### src/rtl/sha256_pkg.sv
// Shared constants and types for the SHA-256 digest output path.
package sha256_pkg;

  localparam int unsigned DIGEST_W = 256;
  localparam logic [7:0]  ASCII_CR = 8'h0D;
  localparam logic [7:0]  ASCII_LF = 8'h0A;

  typedef enum logic [1:0] {
    IDLE = 2'd0,
    DATA = 2'd1,
    CR   = 2'd2,
    LF   = 2'd3
  } tx_state_t;

endpackage

### src/rtl/sha256_digest_tx_if.sv
// Digest capture request in, byte stream out, plus status pulses.
interface sha256_digest_tx_if;
  import sha256_pkg::*;

  logic [DIGEST_W-1:0] digest_in;
  logic                digest_valid;
  logic [7:0]          tx_data;
  logic                tx_valid;
  logic                tx_ready;
  logic                busy;
  logic                done;
  logic                overrun;

  modport master (
    output digest_in, digest_valid, tx_ready,
    input  tx_data, tx_valid, busy, done, overrun
  );

  modport slave (
    input  digest_in, digest_valid, tx_ready,
    output tx_data, tx_valid, busy, done, overrun
  );

endinterface

### src/rtl/sha256_digest_tx_hex_nibble_enc.sv
// Combinational nibble to lowercase ASCII hex character.
module hex_nibble_enc (
  input  logic [3:0] i_nib,
  output logic [7:0] o_ascii
);

  always_comb begin
    if (i_nib < 4'd10) o_ascii = 8'h30 + {4'h0, i_nib};
    else               o_ascii = 8'h57 + {4'h0, i_nib};
  end

endmodule

### src/rtl/sha256_digest_tx.sv
// Captures the final digest and streams it MSB-first as hex ASCII or raw bytes.
// state | meaning
// IDLE  | waiting for digest_valid
// DATA  | emitting digest elements
// CR    | emitting 0x0D
// LF    | emitting 0x0A
module sha256_digest_tx
  import sha256_pkg::*;
#(
  parameter bit HEX_ASCII   = 1'b1,
  parameter bit APPEND_CRLF = 1'b1
) (
  input logic               clk,
  input logic               rst,
  sha256_digest_tx_if.slave bus
);

  localparam int unsigned EW       = HEX_ASCII ? 4 : 8;
  localparam logic [6:0]  LAST_CNT = HEX_ASCII ? 7'd63 : 7'd31;

  tx_state_t           r_state, w_state_nx;
  logic [DIGEST_W-1:0] r_shift, w_shift_nx;
  logic [6:0]          r_cnt, w_cnt_nx;
  logic [7:0]          r_tx_data, w_tx_data_nx;
  logic                r_tx_valid, w_tx_valid_nx;
  logic                r_busy, w_busy_nx;
  logic                r_done, w_done_nx;
  logic                r_overrun, w_overrun_nx;

  logic [EW-1:0] w_top;
  logic [7:0]    w_elem;
  logic          w_hs;

  // tx_data is registered, so the encoder looks one element ahead: the
  // incoming digest at capture, otherwise the element after the shift.
  assign w_top = (r_state == IDLE) ? bus.digest_in[DIGEST_W-1 -: EW]
                                   : r_shift[DIGEST_W-1-EW -: EW];

  generate
    if (HEX_ASCII) begin : g_hex
      hex_nibble_enc u_enc (.i_nib(w_top), .o_ascii(w_elem));
    end else begin : g_raw
      assign w_elem = w_top;
    end
  endgenerate

  assign w_hs = r_tx_valid & bus.tx_ready;

  always_ff @(posedge clk) begin
    if (!rst) begin
      r_state    <= IDLE;
      r_shift    <= '0;
      r_cnt      <= '0;
      r_tx_data  <= 8'h00;
      r_tx_valid <= 1'b0;
      r_busy     <= 1'b0;
      r_done     <= 1'b0;
      r_overrun  <= 1'b0;
    end else begin
      r_state    <= w_state_nx;
      r_shift    <= w_shift_nx;
      r_cnt      <= w_cnt_nx;
      r_tx_data  <= w_tx_data_nx;
      r_tx_valid <= w_tx_valid_nx;
      r_busy     <= w_busy_nx;
      r_done     <= w_done_nx;
      r_overrun  <= w_overrun_nx;
    end
  end

  always_comb begin
    w_state_nx    = r_state;
    w_shift_nx    = r_shift;
    w_cnt_nx      = r_cnt;
    w_tx_data_nx  = r_tx_data;
    w_tx_valid_nx = r_tx_valid;
    w_busy_nx     = r_busy;
    w_done_nx     = 1'b0;
    w_overrun_nx  = bus.digest_valid && (r_state != IDLE);

    case (r_state)
      IDLE: begin
        if (bus.digest_valid) begin
          w_shift_nx    = bus.digest_in;
          w_cnt_nx      = '0;
          w_tx_data_nx  = w_elem;
          w_tx_valid_nx = 1'b1;
          w_busy_nx     = 1'b1;
          w_state_nx    = DATA;
        end
      end
      DATA: begin
        if (w_hs) begin
          w_shift_nx = r_shift << EW;
          w_cnt_nx   = r_cnt + 7'd1;
          if (r_cnt != LAST_CNT) begin
            w_tx_data_nx = w_elem;
          end else if (APPEND_CRLF) begin
            w_tx_data_nx = ASCII_CR;
            w_state_nx   = CR;
          end else begin
            w_tx_valid_nx = 1'b0;
            w_busy_nx     = 1'b0;
            w_done_nx     = 1'b1;
            w_state_nx    = IDLE;
          end
        end
      end
      CR: begin
        if (w_hs) begin
          w_tx_data_nx = ASCII_LF;
          w_state_nx   = LF;
        end
      end
      LF: begin
        if (w_hs) begin
          w_tx_valid_nx = 1'b0;
          w_busy_nx     = 1'b0;
          w_done_nx     = 1'b1;
          w_state_nx    = IDLE;
        end
      end
      default: w_state_nx = IDLE;
    endcase
  end

  assign bus.tx_data  = r_tx_data;
  assign bus.tx_valid = r_tx_valid;
  assign bus.busy     = r_busy;
  assign bus.done     = r_done;
  assign bus.overrun  = r_overrun;

endmodule

### src/flat_wrapper.sv
// flat-port wrapper written by rule: the top's interface ports become plain ports
module sha256_digest_tx_flat import sha256_pkg::*;
#(
  parameter bit HEX_ASCII   = 1'b1,
  parameter bit APPEND_CRLF = 1'b1
)
  (clk, rst, bus_digest_in, bus_digest_valid, bus_tx_ready, bus_tx_data, bus_tx_valid, bus_busy, bus_done, bus_overrun);
  sha256_digest_tx_if bus_i ();
  input logic clk;
  input logic rst;
  input wire logic [$bits(bus_i.digest_in)-1:0] bus_digest_in;
  input wire logic [$bits(bus_i.digest_valid)-1:0] bus_digest_valid;
  input wire logic [$bits(bus_i.tx_ready)-1:0] bus_tx_ready;
  output wire logic [$bits(bus_i.tx_data)-1:0] bus_tx_data;
  output wire logic [$bits(bus_i.tx_valid)-1:0] bus_tx_valid;
  output wire logic [$bits(bus_i.busy)-1:0] bus_busy;
  output wire logic [$bits(bus_i.done)-1:0] bus_done;
  output wire logic [$bits(bus_i.overrun)-1:0] bus_overrun;
  assign bus_i.digest_in = bus_digest_in;
  assign bus_i.digest_valid = bus_digest_valid;
  assign bus_i.tx_ready = bus_tx_ready;
  assign bus_tx_data = bus_i.tx_data;
  assign bus_tx_valid = bus_i.tx_valid;
  assign bus_busy = bus_i.busy;
  assign bus_done = bus_i.done;
  assign bus_overrun = bus_i.overrun;
  sha256_digest_tx #(.HEX_ASCII(HEX_ASCII), .APPEND_CRLF(APPEND_CRLF)) u_core (.clk(clk), .rst(rst), .bus(bus_i));
endmodule
### config.mk
export PLATFORM = sky130hd
export DESIGN_NAME = sha256_digest_tx_flat
export DESIGN_NICKNAME = d
export VERILOG_FILES = /design/src/rtl/sha256_pkg.sv /design/src/rtl/sha256_digest_tx_if.sv /design/src/rtl/sha256_digest_tx_hex_nibble_enc.sv /design/src/rtl/sha256_digest_tx.sv /design/src/flat_wrapper.sv
export SDC_FILE = /design/constraint.sdc
export NUM_CORES = 1
export LEC_CHECK = 0
export BUFFER_PORTS_ARGS = -buffer_cell sky130_fd_sc_hd__buf_2
export CORE_MARGIN = 2
export CORE_UTILIZATION = 35
export CTS_BUF_LIST = sky130_fd_sc_hd__clkbuf_16
export DETAILED_ROUTE_END_ITERATION = 12
export GPL_ROUTABILITY_DRIVEN = 0
export SYNTH_ARGS = -nofsm -noshare
export SYNTH_HDL_FRONTEND = slang
export SYNTH_HIERARCHICAL = 1
export SYNTH_SLANG_ARGS = --single-unit
### constraint.sdc
create_clock -name clk -period 2.6 [get_ports clk]
set_input_delay 0 -clock clk [delete_from_list [all_inputs] [get_ports clk]]
set_output_delay 0 -clock clk [all_outputs]
set_load 0.01 [all_outputs]
==> impl_results.md <==
- Period utilization: between 90 and 100%
- Detail Route Antenna Nets: 0
- Pre-CTS setup slack: around 0.25 ns
- Clock network power share: 21.8%
- Vias: about 11k
- Mapped cell area: roughly 0.012 sq mm
- Die height: 190.8 um
- Initial core utilization: between 30 and 40%
- Dpl hpwl: around 20000 um
- Wirelength per Cell: around 15 um
- Setup bufs post-CTS: 0
- CTS H-tree lvls: 1
- Critical Path RT: about 3.1 ns
- Internal Pwr Total: around 13000 uW
- CP dominant cell by count: buf_12
- Ys flop type: dfxtp_1
- Crit path cell chain: inv_1 > ha_1 > and2b_1 > a21oi_4 > buf_12 > buf_12 > nor2_1 > a211oi_1
- Crit Path Category: reg -> reg
- Fmax: 416.2 MHz
- TritonCTS Buffers: 31
- Reg power frac: a little over a third
- First-pass GRT wire length: 53870 um
- Min Hold Slack: 0.1625 ns
- Drt total wl: ~34000 um
- Initial antenna violation count: 2
- Clock Latency Late Sink: between 0.5 and 0.6 ns
- Final Hold Viols: 0
- Async S/R FF share, synth: 0%
- Total Neg Setup Slack: 0 ns
- GRT overflow: 0
- Post-synth EDFFs: 0
- Share of layout cells above drive strength 1: 20.85%
- Net switching power: between 7000 and 8000 uW
- RSZ-0062 raised after global routing: false
- Die boundary width: 190.8 um
- Syn_area_per_cell: 9.730 sq um
- CP delay by family, top: buffers and inverters
- Status: completed
- Placed inst area: about 0.014 sq mm
- P per Cell Area: approximately 1200 mW/mm^2
- Clock Path Buffers: 3
- CP max stage cell: dfxtp_1
- Cell variety after synth: 43
- Hold Path Class: in -> reg
- CTS tree: built
- Worst-path fanout max: 50
- Seq cells post-synth: between 200 and 300
- # port buffers: roughly 270
- Worst-path clk slew: about 0.060 ns
- Peak VDD IR: just over 0.7 mV
- Core footprint: around 0.034 sq mm
- Largest net degree at the start of global routing: around 100
- PostCTS Resize Cnt: 0
- Root cell of the clock tree: clkbuf_16
- Max-slew violations: 0
- Syn nets: about 1.5k
- Area growth from synthesis to layout: 43.38%
- Cells after synthesis: 1255
- Critical path buffer and inverter count: 3
- Initial drt markers: ~490
- Nets: 1990
- Die area: roughly 0.036 sq mm
- Crit end category: flop
- Worst Path Arrival: between 2 and 3 ns
- Min cycle time layout: ~2.4 ns
- Router iterations before antenna repair: 4
- Comb pwr share: roughly two fifths
- Total track usage: roughly 18%
- Worst slew pin tran: between 0.8 and 0.9 ns
- # IOs: roughly 270
- Worst Setup Start Kind: flop
- Worst rel slew slack: 45.17%
- Vias per std cell: 4.900
- CTS Hold Bufs: ~260
- Final setup viols: 0
- Final WS setup: just under 0.2 ns
- Seq/Total Area, Yosys: between 40 and 50%
- Clk sink count: roughly 270
- Final instance area: about 0.018 sq mm
- Vias in the first global route: around 11k
- DRC viols: 0
- Synth Warn #: 6
- Clock skew: about 0.011 ns
- Max Cap Viol: 0
- # rows: 68
- Sw frac: around 38%
- Max incr delay on CP: between 0.4 and 0.5 ns
- Static Leak: around 0.0069 uW
[worst paths after layout]
path                                 to                  start  depth (start not counted)  slack, ns
setup reg to reg    u_core/r_shift[118]      u_core/r_state[0]                          8       0.20
hold reg to reg   u_core/bus.tx_data[2]  u_core/bus.tx_data[2]                          2       0.46
hold / removal    u_core/bus.tx_data[0]     bus_digest_in[252]                          6       0.16
setup / recovery    u_core/r_shift[118]      u_core/r_state[0]                          8       0.20
[cell usage after synthesis, drive strengths merged, types with 8 or more instances]
cell,count,area share (%)
o21ai,10,0.41
nor2,254,7.8
nand2,16,0.49
clkbuf,31,0.95
ha,8,0.82
dfxtp,272,45
buf,87,4.2
a211oi,250,16
a21oi,14,0.67
mux2i,250,20
[stage by stage]
| stage | utilization (%) | power [uW] | cells |
|---|---|---|---|
| 2_1_floorplan | - | 14000 | 1255 |
| 3_3_place_gp | 40.25 | 15370 | 1885 |
| 3_5_place_dp | 40.25 | 15640 | 1885 |
| 4_1_cts | 50.80 | 20550 | 2201 |
| 5_1_grt | 50.81 | 22030 | 2203 |
| 6_report | 50.81 | 20480 | 2203 |
[final cells by class]
type / count / area (sq um)
Antenna cell: 2 / 5.005
Clock buffer: 31 / 775.7
Clock inverter: 26 / 265.3
Fill cell: 3054 / 16950
Inverter: 7 / 33.78
Multi-Input combinational cell: 858 / 6126
Sequential cell: 272 / 5445
Tap cell: 455 / 569.3
Timing Repair Buffer: 552 / 4289
[per-layer routing]
metal | vias up | share of wire (%) | track usage (%)
li1 | 5523 | - | -
met1 | 4968 | 45 | 22.89
met2 | 239 | 48 | 30.21
met3 | 65 | 4.5 | 2.724
met4 | 0 | 2.5 | 5.695
met5 | - | 0 | 0
[layout by cell type (no fill, tap or decap), types with 3 or more instances in the layout]
cell | Yosys | routed
clkinv_1 | 1 | 7
nand2b_1 | 3 | 3
nand2_1 | 16 | 16
buf_2 | 57 | 271
buf_4 | 30 | 8
a21oi_1 | 13 | 13
inv_1 | 6 | 7
nand3_1 | 6 | 6
a211oi_1 | 239 | 239
nor2_1 | 254 | 254
dlygate4sd3_1 | 0 | 259
ha_1 | 8 | 7
o21ai_0 | 9 | 9
buf_12 | 0 | 14
clkbuf_16 | 0 | 31
o211ai_1 | 3 | 3
a32o_1 | 4 | 4
mux2i_1 | 250 | 250
nand3b_1 | 6 | 6
mux2_2 | 4 | 4
bufinv_16 | 0 | 5
clkinv_2 | 0 | 7
dfxtp_1 | 272 | 272
a211oi_2 | 11 | 11
[worst min-delay path, stage by stage]
cell and delay, ns:
buf_2 0.08, mux2_2 0.13, inv_1 0.08, xnor2_2 0.15, o211ai_1 0.09, a21oi_1 0.14
[cells by family (layout without fill, tap and decap cells)]
kind of cell,count (synthesis),in the layout,share of synthesized area [%]
adders and majority gates,8,8,0.8197
DFF,272,272,44.59
and+or+nand+nor,300,300,9.857
buffers and inverters,125,616,5.348
AOI/OAI and AO/OA,290,290,18.11
other,2,4,0.06150
xor gates and xnor gates,4,4,0.3484
muxes,254,254,20.86
[power by group through the flow]
| stage | Sequential [uW] | Clock (uW) | Combinational [uW] |
|---|---|---|---|
| finish | 7430 | 4470 | 8570 |
| global route | 7680 | 4770 | 9580 |
| CTS | 7400 | 4620 | 8530 |
| detailed placement | 7470 | 0 | 8180 |
| global placement | 7410 | 0 | 7960 |
| floorplan | 7140 | 0 | 6860 |
[sequential cells by signal (all words and copies together), names as in the netlist]
| name | flops |
|---|---|
| u_core/bus.busy | 1 |
| u_core/bus.done | 1 |
| u_core/bus.overrun | 1 |
| u_core/bus.tx_data | 8 |
| u_core/r_cnt | 7 |
| u_core/r_shift | 252 |
| u_core/r_state | 2 |
Note: power is estimated with default switching activity, not from simulation.
